## config.mk

```make
export PLATFORM = sky130hd
export DESIGN_NAME = alu_wide
export DESIGN_NICKNAME = d
export VERILOG_FILES = /design/src/rtl/alu_wide.sv
export SDC_FILE = /design/constraint.sdc
export NUM_CORES = 1
export LEC_CHECK = 0
export ABC_AREA = 1
export BUFFER_PORTS_ARGS = -buffer_cell sky130_fd_sc_hd__buf_2
export CAP_MARGIN = 20
export CORE_MARGIN = 1.5
export CORE_UTILIZATION = 47
export DETAILED_ROUTE_END_ITERATION = 8
export HOLD_SLACK_MARGIN = 0.15
export PLACE_DENSITY = 0.79
export SYNTH_ARGS = -nofsm -noshare
export SYNTH_HDL_FRONTEND = slang
export SYNTH_SLANG_ARGS = --single-unit
```

## constraint.sdc

```tcl
create_clock -name clk -period 2 [get_ports clk]
set_input_delay 0.2 -clock clk [delete_from_list [all_inputs] [get_ports clk]]
set_output_delay 0.2 -clock clk [all_outputs]
set_load 0.02 [all_outputs]
```

## src/rtl/alu_wide.sv

```systemverilog
// Wide ALU sequencer: splits W-bit operations into WORD-bit lanes run through an external ALU.
// Optional macro ALU_WIDE_OVF_EN enables signed-overflow reporting on rsp_ovf for ADD/SUB.
package alu_wide_pkg;
  typedef enum logic [3:0] {
    ALU_ADD  = 4'd0,
    ALU_SUB  = 4'd1,
    ALU_AND  = 4'd2,
    ALU_OR   = 4'd3,
    ALU_XOR  = 4'd4,
    ALU_NAND = 4'd5,
    ALU_NOR  = 4'd6,
    ALU_XNOR = 4'd7,
    ALU_MUL  = 4'd8,
    ALU_SHL  = 4'd9,
    ALU_SHR  = 4'd10,
    ALU_PASS = 4'd11
  } e_alu_op;
endpackage

// state | meaning
// IDLE  | ready for a request
// RUN   | one lane per cycle through the external ALU, LSB lane first
// DONE  | response held until rsp_ready
module alu_wide
  import alu_wide_pkg::*;
#(
  parameter int WORD  = 8,
  parameter int LANES = 4
) (
  input  logic                  clk,
  input  logic                  rst,
  input  logic                  req_valid,
  output logic                  req_ready,
  input  e_alu_op               req_op,
  input  logic [WORD*LANES-1:0] req_a,
  input  logic [WORD*LANES-1:0] req_b,
  output logic                  rsp_valid,
  input  logic                  rsp_ready,
  output logic [WORD*LANES-1:0] rsp_result,
  output logic                  rsp_cout,
  output logic                  rsp_zero,
  output logic                  rsp_err,
  output logic                  rsp_ovf,
  output e_alu_op               alu_op,
  output logic [WORD-1:0]       alu_srcA,
  output logic [WORD-1:0]       alu_srcB,
  output logic                  alu_cin,
  output logic                  alu_sign,
  input  logic [WORD-1:0]       alu_result,
  input  logic                  alu_cout
);

  localparam int W  = WORD * LANES;
  localparam int LW = (LANES > 1) ? $clog2(LANES) : 1;

  typedef enum logic [1:0] {IDLE, RUN, DONE} state_t;

  state_t          state;
  e_alu_op         op_q;
  logic [W-1:0]    a_q;
  logic [W-1:0]    b_q;
  logic [LW-1:0]   lane;
  logic            carry_q;

  logic            req_supported;
  logic            is_sub;
  logic            is_arith;
  logic            last_lane;
  logic [WORD-1:0] lane_a;
  logic [WORD-1:0] lane_b;

  always_comb begin
    req_supported = req_op inside {ALU_ADD, ALU_SUB, ALU_AND, ALU_OR,
                                   ALU_XOR, ALU_NAND, ALU_NOR, ALU_XNOR};
    is_sub    = (op_q == ALU_SUB);
    is_arith  = (op_q == ALU_ADD) || is_sub;
    last_lane = (lane == LW'(LANES - 1));
    lane_a    = a_q[lane*WORD +: WORD];
    lane_b    = b_q[lane*WORD +: WORD];
  end

  // SUB is run as A + ~B + 1 on the external adder
  always_comb begin
    alu_op   = ALU_ADD;
    alu_srcA = '0;
    alu_srcB = '0;
    alu_cin  = 1'b0;
    alu_sign = 1'b0;
    if (state == RUN) begin
      alu_srcA = lane_a;
      alu_srcB = is_sub ? ~lane_b : lane_b;
      if (is_arith) begin
        alu_cin = (lane == '0) ? is_sub : carry_q;
      end else begin
        alu_op = op_q;
      end
    end
  end

  assign rsp_zero = rsp_valid && (rsp_result == '0);

  always_ff @(posedge clk) begin
    if (rst) begin
      state      <= IDLE;
      req_ready  <= 1'b1;
      rsp_valid  <= 1'b0;
      rsp_result <= '0;
      rsp_cout   <= 1'b0;
      rsp_err    <= 1'b0;
      rsp_ovf    <= 1'b0;
      lane       <= '0;
      carry_q    <= 1'b0;
      op_q       <= ALU_ADD;
      a_q        <= '0;
      b_q        <= '0;
    end else begin
      case (state)
        IDLE: begin
          if (req_valid) begin
            op_q       <= req_op;
            a_q        <= req_a;
            b_q        <= req_b;
            lane       <= '0;
            carry_q    <= 1'b0;
            rsp_result <= '0;
            rsp_cout   <= 1'b0;
            rsp_ovf    <= 1'b0;
            req_ready  <= 1'b0;
            if (req_supported) begin
              rsp_err <= 1'b0;
              state   <= RUN;
            end else begin
              rsp_err   <= 1'b1;
              rsp_valid <= 1'b1;
              state     <= DONE;
            end
          end
        end
        RUN: begin
          rsp_result[lane*WORD +: WORD] <= alu_result;
          carry_q <= alu_cout;
          if (last_lane) begin
            rsp_cout  <= is_arith && alu_cout;
`ifdef ALU_WIDE_OVF_EN
            rsp_ovf   <= is_arith && (alu_srcA[WORD-1] == alu_srcB[WORD-1])
                         && (alu_result[WORD-1] != alu_srcA[WORD-1]);
`endif
            rsp_valid <= 1'b1;
            state     <= DONE;
          end else begin
            lane <= lane + LW'(1);
          end
        end
        DONE: begin
          if (rsp_ready) begin
            rsp_valid <= 1'b0;
            req_ready <= 1'b1;
            state     <= IDLE;
          end
        end
        default: begin
          state     <= IDLE;
          req_ready <= 1'b1;
          rsp_valid <= 1'b0;
        end
      endcase
    end
  end

endmodule

```

==> results.txt <==
----------------------------------------------------
[Clock network]
  Longest Clk Path Bufs ... 2
  Inserted Clock Buffers ... 9
  H-tree levels ... 3
  Clock latency at the later pin of the worst-skew pair ... 0.37 ns
  Clock tree from TritonCTS ... built
  Number of sinks driven by the clock tree ... 109
  Clock Pin Slew Worst Setup and Hold Paths ... 0.10 ns
  Number of post-CTS setup repair buffers ... 0
  Clock root buffer ... sky130_fd_sc_hd__clkbuf_8

[STA]
  Final-report setup violation count ... 0
  Slew HR ... 66.76%
  Setup ws final ... 0.03793 ns
  Worst clock skew ... 0.01271 ns
  Count of pins over their slew limit ... 0
  Fmax ... 0.5097 GHz
  Fin Setup TNS ... 0 ns
  Tmin final ... 1.962 ns
  Tightest Pin Transition ... 0.4968 ns
  Number of hold-slack violations in the final timing report ... 0
  Period Utilization, post-route ... 98.10%

[Global route]
  Global-route wire length before repair ... 24140 um
  Pin count of the biggest net entering global routing ... 66
  All-layer global routing usage ... 26.28%
  Via count of the first global-routing pass ... 5050
  Grt ovf ... 0
  Number of antenna violations at the first check in global routing ... 0

[Critical path]
  R2R setup slack ... 0.23 ns
  Endpoint kind of the worst setup timing path ... output port
  CP peak stage delay ... 0.40 ns
  Cell breakdown of the critical path ... clkinvlp_4, ha_1, inv_1, nand2_1, a211oi_2, buf_2
  Count of buffering cells on the critical path with inverters included ... 3
  Required time reported for the critical path endpoint ... 1.80 ns
  Largest driver fanout on the critical path ... 5
  CP max stage cell ... sky130_fd_sc_hd__dfxtp_2
  Type of origin of the critical path ... flop
  Cell class contributing the biggest share of worst-path delay ... buffers and inverters
  Worst Path Class, Setup ... flop to output port
  Critical path arrival ... 1.76 ns

[Floorplan]
  Die Y-Extent ... 107.2 um
  Number of rows created at floorplan ... 37
  I/O pin count ... 141
  Overall die width ... 107.2 um
  Overall die area ... 11480 um2
  Starting utilization of the core area ... 48.96%
  Placeable core region ... 10420 um2

[Finish]
  Layout cell share with drive strength beyond 1 ... 20.61%
  Cell Count, Final, Fillers Out ... 1082
  Most common cell after layout, fill and taps aside ... sky130_fd_sc_hd__nor2_1
  Area grow syn2layout ... 32.70%
  Antenna Cells ... 0
  Footprint of the multi-input gates ... 2545 um2
  Leading cell types in the layout, fill and taps excluded ... sky130_fd_sc_hd__nor2_1 (227), sky130_fd_sc_hd__buf_2 (137), sky130_fd_sc_hd__nand2_1 (108)
  Number of nets in the layout ... 1028
  Storage cell area ... 2185 um2
  Number of filler instances in the final layout ... 937

[Logic synthesis]
  Mapped Cells ... 750
  Cell area after synthesis ... 5100 um2
  Ys async rst share ... 0%
  Sequential element share of the synthesized area ... 42.79%
  Mean instance size in the synthesized netlist ... 6.800 um2
  Top cells by area in the synthesized netlist ... sky130_fd_sc_hd__dfxtp_1 (43%), sky130_fd_sc_hd__nor2_1 (17%), sky130_fd_sc_hd__nand2_1 (7.9%)
  Number of warnings reported in the yosys synthesis log ... 0
  Number of library cell types mapped by synthesis ... 27
  Most common flop cell mapped by yosys ... sky130_fd_sc_hd__dfxtp_1
  Count of flip-flops with a built-in enable after synthesis ... 0
  Cell taking the most area after synthesis ... sky130_fd_sc_hd__dfxtp_1
  Area share of the largest cell type after synthesis ... 42.79%
  Total of flip-flops plus latches after synthesis ... 109

[Power]
  Leakage power of the design ... 3.037 nW
  Worst vdd rail ir drop ... 0.0005066 V
  Cell Pwr Density ... 997.9 nW/um2

[Placed design]
  Post-Place Cells ... 996
  Number of port buffers ... 138
  Final weighted congestion in routability-driven placement ... 0.8901
  DP HPWL ... 9516 um
  Worst slack at placement ... 0.1993 ns

[Status]
  Outcome ... finished, final reports clean

[Route]
  WL per Instance ... 13.90 um
  Routed via count divided by cell count ... 5.099
  Antenna-violating nets left ... 0
  Overall routed net length ... 15040 um
  Number of DRC violations after detailed routing ... 0
  Via Count ... 5517
  Count of TritonRoute iterations in the first routing pass ... 5
  DRT iter0 DRCs ... 314

[Job]
  Number of maximum-capacitance violations ... 0

[Hold path]
  Worst hold-check path type ... input port to flop

----------------------------------------------------
## worst paths after layout
check / startpoint / endpoint / depth (start not counted)
max: lane[1] / alu_cin / 6
min reg2reg: op_q[3] / op_q[3] / 2
min: rst / req_ready / 3
max reg2reg: lane[1] / rsp_result[3] / 7
## synthesized netlist by cell type (2+ instances only)
cell                       number
sky130_fd_sc_hd__ha_1           6
sky130_fd_sc_hd__clkbuf_1      18
sky130_fd_sc_hd__nor3_1         8
sky130_fd_sc_hd__nand3_2        4
sky130_fd_sc_hd__buf_6          2
sky130_fd_sc_hd__nand3b_1       6
sky130_fd_sc_hd__o21ai_1        5
sky130_fd_sc_hd__or2_2          2
sky130_fd_sc_hd__nor2_1       227
sky130_fd_sc_hd__clkbuf_2       3
sky130_fd_sc_hd__nor2_4         4
sky130_fd_sc_hd__buf_4         13
sky130_fd_sc_hd__inv_2          4
sky130_fd_sc_hd__inv_1         20
sky130_fd_sc_hd__nand3_1       64
sky130_fd_sc_hd__dfxtp_1      109
sky130_fd_sc_hd__a21oi_1       50
sky130_fd_sc_hd__buf_2         10
sky130_fd_sc_hd__o21ai_0       79
sky130_fd_sc_hd__nand2_2        2
sky130_fd_sc_hd__nand2_1      108
## report_power, final
group	internal (mW)	switching, mW
Combinational	0.913	1.60
Clock	0.626	0.767
Sequential	2.60	0.251
Total	4.13	2.62
## flip-flops by register name, indices dropped and copies added (netlist names)
register,cells
op_q,4
rsp_err,1
carry_q,1
lane,2
req_ready,1
state,2
b_q,32
rsp_cout,1
rsp_valid,1
rsp_result,32
a_q,32
## stage by stage
stage	utilization (%)	power [mW]	hold WS [ns]	area [um2]
2_1_floorplan	-	4.702	0.3451	5104
3_3_place_gp	55.99	5.204	0.4401	5832
3_5_place_dp	55.99	5.250	0.4468	5832
4_1_cts	64.62	6.725	0.1558	6731
5_1_grt	64.97	7.238	0.1881	6768
6_report	64.97	6.754	0.1927	6768
## tightest hold or removal path: cells and delay by family
family	cells	cell delay (ns)
AND/OR/NAND/NOR	1	0.11
buffers and inverters	2	0.21
## routing by layer
metal,vias up,track usage [%],wire length [um]
met1,2505,34.17,6595
met5,-,0,0
li1,2795,-,-
met4,0,8.000,270
met2,190,44.04,7247
met3,27,4.924,923
## cell families (layout without fill, tap and decap cells)
kind of cell | count (synthesis) | in the layout | synth area share, %
AOI/OAI and AO/OA | 135 | 135 | 13.30
adders and majority gates | 6 | 6 | 1.472
buffers and inverters | 73 | 268 | 7.482
DFF | 109 | 109 | 42.79
other | 1 | 2 | 0.07353
and+or+nand+nor | 426 | 426 | 34.89
## cell type report
cell class / instances / area share [%]
Clock inverter: 6 / 1.035
Multi-Input combinational cell: 569 / 37.60
Clock buffer: 10 / 2.034
Inverter: 25 / 1.479
Sequential cell: 109 / 32.28
Tap cell: 136 / 2.514
Timing Repair Buffer: 227 / 23.05
## timing repair
action	4_1_cts	5_1_grt
hold buffers	69	1
gates resized for setup	1	8
endpoints found under the hold margin	70	1
pin swaps	0	1
endpoints found under the setup margin	2	15
No activity file was read; power rests on OpenSTA's default activity.
